===== src/rtl/xbar_pkg.sv =====
// Shared types for the crossbar master port: FSM encoding and width helpers.
package xbar_pkg;

  typedef enum logic [1:0] {
    IDLE = 2'd0,
    WAIT = 2'd1,
    RESP = 2'd2
  } xbar_state_t;

  localparam int XBAR_NS_MIN = 2;
  localparam int XBAR_NS_MAX = 16;

  function automatic int xbar_idx_w(input int ns);
    return (ns > 1) ? $clog2(ns) : 1;
  endfunction

endpackage


===== src/rtl/xbar_addr_dec.sv =====
// Slave-index decode: index field, one-hot select and range flag.
module xbar_addr_dec
  import xbar_pkg::*;
#(
  parameter int NS      = 4,
  parameter int AW      = 12,
  parameter int SLV_LSB = 0,
  parameter int IW      = xbar_idx_w(NS)
) (
  input  logic [AW-1:0] addr,
  output logic [IW-1:0] idx,
  output logic [NS-1:0] onehot,
  output logic          in_range
);

  logic unused_addr;

  assign idx         = addr[SLV_LSB +: IW];
  assign in_range    = 32'(idx) < NS;
  assign unused_addr = ^addr;

  always_comb begin
    onehot = '0;
    for (int i = 0; i < NS; i++) begin
      onehot[i] = in_range && (idx == IW'(i));
    end
  end

endmodule


===== src/rtl/xbar_master_port.sv =====
// Crossbar master port: routes one request to a slave and returns its ack.
// Optional ack-wait timeout is enabled by defining XBAR_MST_TIMEOUT_EN.
module xbar_master_port
  import xbar_pkg::*;
#(
  parameter int NS      = 4,
  parameter int CMD_W   = 1,
  parameter int AW      = 12,
  parameter int DW      = 32,
  parameter int SW      = 4,
  parameter int SLV_LSB = 0,
  parameter int TIMEOUT = 256
) (
  input  logic             iClk,
  input  logic             iRst,
  input  logic             iMstReq,
  input  logic [CMD_W-1:0] iMstCmd,
  input  logic [AW-1:0]    iMstAddr,
  input  logic [SW-1:0]    iMstSel,
  input  logic [DW-1:0]    iMstWData,
  output logic             oMstAck,
  output logic [DW-1:0]    oMstRData,
  output logic             oMstErr,
  output logic             oBusy,
  output logic [NS-1:0]    oSlvReq,
  output logic [CMD_W-1:0] oSlvCmd,
  output logic [AW-1:0]    oSlvAddr,
  output logic [SW-1:0]    oSlvSel,
  output logic [DW-1:0]    oSlvWData,
  input  logic [NS-1:0]    iSlvAck,
  input  logic [NS*DW-1:0] iSlvRData
);

  localparam int IW = xbar_idx_w(NS);

  xbar_state_t   state_q, state_d;
  logic [IW-1:0] idx, idx_q;
  logic [NS-1:0] onehot;
  logic          in_range;
  logic          sel_ack;
  logic          tmo;

  xbar_addr_dec #(
    .NS      (NS),
    .AW      (AW),
    .SLV_LSB (SLV_LSB),
    .IW      (IW)
  ) u_dec (
    .addr     (iMstAddr),
    .idx      (idx),
    .onehot   (onehot),
    .in_range (in_range)
  );

  // oSlvReq is one-hot on idx_q, so masking avoids a second decode
  assign sel_ack = |(iSlvAck & oSlvReq);

`ifdef XBAR_MST_TIMEOUT_EN
  localparam int CW = $clog2(TIMEOUT + 1);

  logic [CW-1:0] tmo_cnt;

  always_ff @(posedge iClk or posedge iRst) begin
    if (iRst) begin
      tmo_cnt <= '0;
    end else if (state_q != WAIT) begin
      tmo_cnt <= '0;
    end else begin
      tmo_cnt <= tmo_cnt + 1'b1;
    end
  end

  assign tmo = (state_q == WAIT) && (tmo_cnt == CW'(TIMEOUT - 1));
`else
  localparam int unused_timeout = TIMEOUT;

  assign tmo = 1'b0;
`endif

  always_ff @(posedge iClk or posedge iRst) begin
    if (iRst) begin
      state_q <= IDLE;
    end else begin
      state_q <= state_d;
    end
  end

  always_comb begin
    state_d = state_q;
    unique case (state_q)
      IDLE: if (iMstReq) state_d = in_range ? WAIT : RESP;
      WAIT: if (sel_ack || tmo) state_d = RESP;
      RESP: state_d = IDLE;
      default: state_d = IDLE;
    endcase
  end

  always_ff @(posedge iClk or posedge iRst) begin
    if (iRst) begin
      idx_q     <= '0;
      oSlvReq   <= '0;
      oSlvCmd   <= '0;
      oSlvAddr  <= '0;
      oSlvSel   <= '0;
      oSlvWData <= '0;
      oMstErr   <= 1'b0;
      oMstRData <= '0;
    end else begin
      unique case (1'b1)
        (state_q == IDLE) && iMstReq: begin
          idx_q     <= idx;
          oSlvReq   <= onehot;
          oSlvCmd   <= iMstCmd;
          oSlvAddr  <= iMstAddr;
          oSlvSel   <= iMstSel;
          oSlvWData <= iMstWData;
          oMstErr   <= !in_range;
          oMstRData <= '0;
        end
        // ack outranks a timeout landing in the same cycle
        (state_q == WAIT) && sel_ack: begin
          oSlvReq   <= '0;
          oMstErr   <= 1'b0;
          oMstRData <= iSlvRData[int'(idx_q)*DW +: DW];
        end
        (state_q == WAIT) && tmo: begin
          oSlvReq   <= '0;
          oMstErr   <= 1'b1;
          oMstRData <= '0;
        end
        default: ;
      endcase
    end
  end

  assign oMstAck = (state_q == RESP);
  assign oBusy   = (state_q != IDLE);

endmodule


===== config.mk =====
export PLATFORM = sky130hd
export DESIGN_NAME = xbar_master_port
export DESIGN_NICKNAME = d
export VERILOG_FILES = /design/src/rtl/xbar_pkg.sv /design/src/rtl/xbar_addr_dec.sv /design/src/rtl/xbar_master_port.sv
export SDC_FILE = /design/constraint.sdc
export NUM_CORES = 1
export LEC_CHECK = 0
export CAP_MARGIN = 5
export CORE_UTILIZATION = 34
export DETAILED_ROUTE_END_ITERATION = 8
export PLACE_DENSITY_LB_ADDON = 0.1
export SYNTH_ARGS = -nofsm -noshare
export SYNTH_HDL_FRONTEND = slang
export SYNTH_HIERARCHICAL = 1
export SYNTH_SLANG_ARGS = --single-unit

===== constraint.sdc =====
create_clock -name iClk -period 2.8 [get_ports iClk]
set_clock_uncertainty 0.15 [all_clocks]
set_input_delay 0.28 -clock iClk [delete_from_list [all_inputs] [get_ports iClk]]
set_output_delay 0.28 -clock iClk [all_outputs]
set_load 0.05 [all_outputs]

==> results.yml, run 1 <==
outcome:
  outcome: "complete, no violations"
grt:
  grt_antenna_before_repair: 0
  track_usage: 0.206
  grt_pass1_vias: 4318
  grt_start_max_net_pins: 49
  grt_overflow: 0
  grt_pass1_wl_um: 22200
power_and_ir_drop:
  leakage_nw: 3.24
  power.total_mw: 9.06
  p_per_area_mw_per_mm2: 1180
  ir_drop_uv: 690
worst_setup_path:
  reg2regPathDepth: 3
  worst-path-max-fanout: 5
  cp.arrival_ps: 1780
  worstSetupPathType: "reg2out"
  cp.required_ps: 2370
  worstPathCellList: "or2_2 > clkdlybuf4s50_1"
  start_kind: "register"
  crit_path_end_kind: "output pin"
  r2r_setup_slack_ps: 770
  cp_slowest_cell: "clkdlybuf4s50_1"
  max_stage_delay_ps: 720
run:
  maxCapViolCount: 0
synth:
  synthCells: 446
  post_synth_instance_area_mm2: 0.00458
  avgSynthCellArea_um2: 10.3
  ys_types: 25
  syn-num-nets: 630
  yosys_register_bits: 90
  yosysWarnings: 6
  ys_seq_area_frac: 0.492
place:
  place_ws_ps: 413
  routabilityCongestion: 0.753
  io_buffers: 271
  hpwl_um: 10400
floorplan:
  core_mm2: 0.0132
  num_rows: 42
  initial_utilization: 0.347
  io_pins: 272
  die_w_um: 118
  dieArea_mm2: 0.0139
  die_h_um: 118
route:
  top_layer: "met4"
  routed_wl_um: 14000
  wl_met1_um: 5770
  drtIter0Drc: 203
  drt_first_pass_iters: 4
  avgViaCountPerCell: 4.75
  num_vias: 4159
  route.met3.wl_um: 786
  wl_per_cell_um: 16.0
  ant_nets: 0
  wl_met2_um: 7290
  drc: 0
worst_hold_path:
  min_path_type: "in2async"
timing:
  tns_ps: 0
  setup_ws_ps: 590
  period_minus_slack_ps: 2210
  finalCritPeriodShare: 0.789
  setup_viol: 0
  final_max_slew_viol_count: 0
  worstMarginPinSlew_ps: 1000
  fmax_mhz: 453
  hold_viol_final: 0
  relSlewSlack: 0.333
  grt_setup_unrepaired: "no"
  whs_ps: 170
clocking:
  clk_pin_slew_worst_paths_ps: 60
  cts_sinks: 90
  postCtsSetupRepairBufs: 0
  cts-root-buf: "clkbuf_16"
  cts.path.max_buffers: 2
  cts_hold_buf: 0
  cts_buffers: 9
  cts_tree: "done"
  cts_resized: 0
  clock_latency_ps: 340
  htree_num_levels: 3
cells_and_area:
  layout_common_cells: "271 x clkdlybuf4s50_1, 194 x nand2_1, 89 x dfrtp_1, 32 x mux4_2, 32 x o211ai_1"
  layout_commonest_cell: "clkdlybuf4s50_1"
  fillers: 1134
  area_delta_synth_final_pct: 67.2
  final_nets: 880
  drive_above_1_share: 0.122
  diodes: 0
-- critical path, delay by kind of cell (launching register included) --
kind,cells,cell delay (ps)
DFF,1,420
and+or+nand+nor,1,310
buffers and inverters,1,720
-- final timing paths --
path / to / from
max: oBusy / state_q[0]$_DFFE_PP0P_
min: oSlvWData[23]$_DFFE_PP0P_ / iRst
max reg2reg: oMstRData[28]$_DFFE_PP0P_ / oSlvReq[0]$_DFFE_PP0P_
min reg2reg: oSlvWData[21]$_DFFE_PP0P_ / oSlvWData[21]$_DFFE_PP0P_
max in group asynchronous: oMstRData[6]$_DFFE_PP0P_ / iRst
min in group iClk: oSlvWData[8]$_DFFE_PP0P_ / iMstWData[8]
-- metrics by stage --
| step | cell area, µm² | instances | util |
|---|---|---|---|
| floorplan | 4580 | 446 | - |
| global placement | 7400 | 861 | 0.561 |
| detailed placement | 7400 | 861 | 0.561 |
| CTS | 7660 | 875 | 0.581 |
| global route | 7660 | 875 | 0.581 |
| finish | 7660 | 875 | 0.581 |
-- sequential cells by signal (all words and copies together) (netlist names) --
signal     flops
oMstRData     32
oSlvWData     32
oSlvAddr      12
oSlvReq        4
oSlvSel        4
idx_q          2
state_q        2
oMstErr        1
oSlvCmd        1
-- per-layer routing --
metal  up-vias  global-route usage
met3         7              0.0552
met1      1988               0.251
met2       147               0.357
li1       2017                   -
met4         0              0.0609
met5         -                   0
-- area by class of cell --
class                      instances  area, µm²  area share
tap                              176        220      0.0287
sequential                        90       2250       0.294
timing repair buffer             282       2850       0.371
clock buffer                      11        243      0.0317
clock inverter                     3       17.5     0.00229
multi-input combinational        312       2080       0.271
inverter                           1       6.26    0.000817
-- logic make-up (layout without fill, tap and decap cells) --
| group | after synthesis | count (layout) | share of synthesized area |
|---|---|---|---|
| buf+inv | 44 | 297 | 0.0579 |
| flops | 90 | 90 | 0.492 |
| mux | 32 | 32 | 0.157 |
| simple gates | 206 | 206 | 0.176 |
| other cells | 1 | 1 | 0.000818 |
| compound gates | 73 | 73 | 0.117 |
-- power by group --
part	internal, mW	total [mW]	switching (mW)	leakage [nW]
sequential	1.91	2.29	0.379	1.15
combinational	2.07	5.69	3.62	1.96
clock	0.612	1.08	0.469	0.127
-- cell usage after synthesis --
cell type    n  area share
nand2_1    194        0.16
dfrtp_1     90        0.49
mux4_2      32        0.16
o211ai_1    32       0.052
clkbuf_1    18       0.015
o21ai_2     15       0.029
o21ai_1     14       0.015
buf_2       11       0.012
buf_6       10       0.025
a21oi_2      5      0.0096
a22o_1       3      0.0057
buf_4        3      0.0049
nor2b_1      3      0.0041
o21ai_0      3      0.0033
nand2b_1     2      0.0027
nor2_1       2      0.0016
and2_2       1      0.0016
and2b_2      1      0.0019
buf_1        1     0.00082
conb_1       1     0.00082
inv_1        1     0.00082
nor3b_1      1      0.0016
o21a_1       1      0.0016
or2_2        1      0.0014
or3b_1       1      0.0019
Note: power is estimated with default switching activity, not from simulation.
==> run 2, diff against run 1 <==
--- a/config.mk
+++ b/config.mk
@@ -6,7 +6,7 @@
 export NUM_CORES = 1
 export LEC_CHECK = 0
 export CAP_MARGIN = 5
-export CORE_UTILIZATION = 34
+export CORE_UTILIZATION = 38
 export DETAILED_ROUTE_END_ITERATION = 8
 export PLACE_DENSITY_LB_ADDON = 0.1
 export SYNTH_ARGS = -nofsm -noshare
==> constraint.sdc (replaced) <==
create_clock -name iClk -period 2.3 [get_ports iClk]
set_clock_uncertainty 0.15 [all_clocks]
set_input_delay 0.23 -clock iClk [delete_from_list [all_inputs] [get_ports iClk]]
set_output_delay 0.23 -clock iClk [all_outputs]
set_load 0.05 [all_outputs]
==> run 2 against run 1 <==
Compared with the run above: the flow now finishes with violations (DRC); core utilization grew 8.0 points; power up 24%; clock power is 39% higher; cell count is 3.7% lower; critical path depth did not move; final area shrank 0.18%; clock-buffer cell count rose by 2; non-clock buffer count decreased by 1; die area down 10%; critical endpoint unchanged; highest routed layer unchanged.
==> results.yml, run 2 (synthesis results as in run 1) <==
floorplan:
  die_w_um: 112
  io_pins: 272
  dieArea_mm2: 0.0125
  num_rows: 39
  initial_utilization: 0.396
  core_mm2: 0.0116
  die_h_um: 112
cells_and_area:
  layout_common_cells: "271 x clkdlybuf4s50_1, 194 x nand2_1, 89 x dfrtp_1, 32 x mux4_2, 32 x o211ai_1"
  instances_no_fill: 843
  final_nets: 879
  area_delta_synth_final_pct: 66.9
  drive_above_1_share: 0.121
  fillers: 967
  diodes: 0
  regArea_mm2: 0.00225
  finalInstanceArea_mm2: 0.00765
  multi_input_area_mm2: 0.00208
  largest_registers: "oMstRData: 32 flops, oSlvWData: 32 flops, oSlvAddr: 12 flops"
  layout_commonest_cell: "clkdlybuf4s50_1"
worst_setup_path:
  start_kind: "register"
  reg2reg_from: "state_q[1]$_DFFE_PP0P_"
  cp.required_ps: 1920
  critPathTopFamily: "buffers and inverters"
  worstSetupPathType: "reg2out"
  cp.arrival_ps: 1770
  startpoint: "state_q[0]$_DFFE_PP0P_"
  crit_path_end_kind: "output pin"
  worstPathCellList: "or2_2 > clkdlybuf4s50_1"
  cp_slowest_cell: "clkdlybuf4s50_1"
  worst-path-max-fanout: 5
  worst-path-buf-inv: 1
  max_stage_delay_ps: 710
timing:
  worstMarginPinSlew_ps: 1070
  whs_ps: 210
  setup_ws_ps: 146
  tns_ps: 0
  relSlewSlack: 0.289
  finalCritPeriodShare: 0.937
  grt_setup_unrepaired: "no"
  final_max_slew_viol_count: 0
  fmax_mhz: 464
  setup_viol: 0
  period_minus_slack_ps: 2150
  hold_viol_final: 0
grt:
  grt_pass1_wl_um: 22900
  grt_overflow: 0
  track_usage: 0.234
  grt_antenna_before_repair: 0
  grt_pass1_vias: 4552
  grt_start_max_net_pins: 91
clocking:
  cts.path.max_buffers: 2
  cts_sinks: 90
  cts_resized: 0
  htree_num_levels: 3
  cts_buffers: 9
  clock_latency_ps: 330
  clk_pin_slew_worst_paths_ps: 60
  cts_hold_buf: 0
  cts-root-buf: "clkbuf_16"
  postCtsSetupRepairBufs: 0
  cts_tree: "done"
route:
  drc: 15
  avgViaCountPerCell: 5.06
  drtIter0Drc: 153
  routed_wl_um: 14200
  drt_first_pass_iters: 7
  ant_nets: 0
  num_vias: 4266
  wl_per_cell_um: 16.9
worst_hold_path:
  min_path_type: "in2async"
power_and_ir_drop:
  p_per_area_mw_per_mm2: 1470
  ir_drop_uv: 753
  leakage_nw: 3.24
outcome:
  outcome: "finished, violations left"
  violations: "DRC"
run:
  maxCapViolCount: 0
place:
  placed_cells: 827
  place_ws_ps: 130
  routabilityCongestion: 0.789
  io_buffers: 271
  hpwl_um: 10500
  placed_area_mm2: 0.00734
==> run 2: metrics by stage <==
step                power (mW)  utilization
CTS                       11.3        0.661
global route              11.8        0.661
floorplan                 7.47            -
detailed placement        9.82        0.635
finish                    11.2        0.661
global placement          9.70        0.635
==> run 2: path summary, 6_finish.rpt <==
check	end	slack, ps	depth (start not counted)
max in group asynchronous	idx_q[0]$_DFFE_PP0P_	1380	3
setup reg to reg	oSlvReq[0]$_DFFE_PP0P_	410	3
setup / recovery	oBusy	150	2
hold reg to reg	oSlvWData[17]$_DFFE_PP0P_	320	2
min in group iClk	oSlvWData[11]$_DFFE_PP0P_	270	3
hold / removal	oSlvWData[17]$_DFFE_PP0P_	210	3
==> run 2: worst register-to-register path, stage by stage (launching register included) <==
cell and delay (ps):
dfrtp_1 430, or3b_4 870, nand2_1 190, a21oi_2 180
==> run 2: metal layers <==
layer | vias to the layer above | track usage | routed length (µm)
li1 | 2013 | - | -
met1 | 2055 | 0.277 | 5430
met2 | 173 | 0.411 | 7340
met3 | 25 | 0.0501 | 1070
met4 | 0 | 0.0964 | 391
met5 | - | 0 | 0
==> run 2: power by group <==
group / internal (mW) / total (mW) / switching, mW
Combinational: 2.50 / 7.00 / 4.50
Sequential: 2.32 / 2.74 / 0.421
Clock: 0.907 / 1.50 / 0.592
==> run 2: cell type report <==
type | count | area share
clock buffers | 13 | 0.0340
repair buffers | 281 | 0.369
multi-input cells | 312 | 0.271
inverters | 1 | 0.000982
flip-flops and latches | 90 | 0.295
well taps | 143 | 0.0234
clock inverters | 3 | 0.00605
==> run 3, diff against run 2 <==
--- a/config.mk
+++ b/config.mk
@@ -6,6 +6,7 @@
 export NUM_CORES = 1
 export LEC_CHECK = 0
 export CAP_MARGIN = 5
+export CORE_MARGIN = 2
 export CORE_UTILIZATION = 38
 export DETAILED_ROUTE_END_ITERATION = 8
 export PLACE_DENSITY_LB_ADDON = 0.1
==> run 3 against run 2 <==
Compared with the run above: the run now ends clean; critical path depth did not move; power up 0.48%; via count increased by 0.30%; critical endpoint unchanged.
==> results.yml, run 3 (synthesis results as in run 1) <==
run:
  maxCapViolCount: 0
place:
  hpwl_um: 10500
  io_buffers: 271
  routabilityCongestion: 0.776
timing:
  setup_viol: 0
  worstMarginPinSlew_ps: 557
  relSlewSlack: 0.628
  fmax_mhz: 463
  whs_ps: 250
  finalCritPeriodShare: 0.938
  tns_ps: 0
  period_minus_slack_ps: 2160
  grt_setup_unrepaired: "no"
  final_max_slew_viol_count: 0
  hold_viol_final: 0
worst_setup_path:
  cp.arrival_ps: 1780
  worstSetupPathType: "reg2out"
  cp_slowest_cell: "clkdlybuf4s50_1"
  cp.required_ps: 1920
  max_stage_delay_ps: 720
  start_kind: "register"
  worst-path-max-fanout: 5
  crit_path_end_kind: "output pin"
  worstPathCellList: "or2_2 > clkdlybuf4s50_1"
grt:
  grt_start_max_net_pins: 91
  grt_overflow: 0
  grt_pass1_wl_um: 22200
  grt_pass1_vias: 4396
  grt_antenna_before_repair: 0
  track_usage: 0.217
route:
  drc: 0
  num_vias: 4279
  ant_nets: 0
  drtIter0Drc: 153
  wl_per_cell_um: 16.6
  drt_first_pass_iters: 4
  routed_wl_um: 14100
  avgViaCountPerCell: 5.02
clocking:
  cts_buffers: 9
  cts_tree: "done"
  clock_latency_ps: 330
  htree_num_levels: 3
  postCtsSetupRepairBufs: 0
  cts_hold_buf: 0
  cts_sinks: 90
  cts.path.max_buffers: 2
  clk_pin_slew_worst_paths_ps: 60
  cts_resized: 0
  cts-root-buf: "clkbuf_16"
power_and_ir_drop:
  power.total_mw: 11.3
  ir_drop_uv: 706
  leakage_nw: 3.27
  p_per_area_mw_per_mm2: 1470
cells_and_area:
  largest_registers: "oMstRData: 32 flops, oSlvWData: 32 flops, oSlvAddr: 12 flops"
  drive_above_1_share: 0.129
  area_delta_synth_final_pct: 68.1
  diodes: 0
  layout_commonest_cell: "clkdlybuf4s50_1"
  final_nets: 884
  layout_common_cells: "271 x clkdlybuf4s50_1, 194 x nand2_1, 89 x dfrtp_1, 32 x mux4_2, 32 x o211ai_1"
floorplan:
  io_pins: 272
  dieArea_mm2: 0.0130
  num_rows: 40
  initial_utilization: 0.385
  die_w_um: 114
  die_h_um: 114
  core_mm2: 0.0119
outcome:
  outcome: "complete, no violations"
worst_hold_path:
  min_path_type: "in2async"
run 3: cell count changes in the layout (fill, tap and decap cells not counted), sizes merged:
| cell | change |
|---|---|
| buf | +5 |
| clkbuf | -2 |
| clkinv | +1 |
| clkinvlp | +1 |
run 3: cell type report:
cell class,instances,area (µm²)
clock inverter,5,62.6
fill,984,4210
tap,147,184
timing repair buffer,286,2880
inverter,1,7.51
clock buffer,11,243
multi-input combinational,312,2080
sequential,90,2250
run 3: worst max-delay path, delay by kind of cell, from the launching register on:
| family | cells | cell delay, ps |
|---|---|---|
| buffers and inverters | 1 | 720 |
| flip-flops | 1 | 420 |
| AND/OR/NAND/NOR | 1 | 300 |
run 3: stage by stage:
stage / area (µm²) / util / worst slack [ps] / cells
finish: 7700 / 0.647 / 142 / 852
global route: 7700 / 0.647 / 80.8 / 852
CTS: 7700 / 0.647 / 125 / 852
detailed placement: 7400 / 0.621 / 378 / 836
global placement: 7400 / 0.621 / 413 / 836
floorplan: 4590 / - / 465 / 446
run 3: worst paths after layout:
path                                         start  cells after the start  slack [ps]                         to
hold reg to reg            oSlvAddr[0]$_DFFE_PP0P_                      2         320    oSlvAddr[0]$_DFFE_PP0P_
setup reg to reg              idx_q[0]$_DFFE_PP0P_                      4         460  oMstRData[18]$_DFFE_PP0P_
hold / removal                                iRst                      3         250  oSlvWData[18]$_DFFE_PP0P_
min in group iClk                     iMstWData[0]                      3         270   oSlvWData[0]$_DFFE_PP0P_
max in group asynchronous                     iRst                      3        1390       idx_q[0]$_DFFE_PP0P_
setup / recovery            state_q[0]$_DFFE_PP0P_                      2         140                      oBusy
run 3: layer usage:
layer / global-route usage / vias to the layer above / routed length [µm]
met4: 0.0724 / 0 / 345
met5: 0 / - / 0
li1: - / 2020 / -
met3: 0.0638 / 28 / 1090
met1: 0.271 / 2055 / 5650
met2: 0.364 / 176 / 7040
run 3: power by group:
group	internal, mW	switching, mW
clock network	0.878	0.613
registers	2.32	0.465
logic	2.56	4.46
total	5.76	5.54
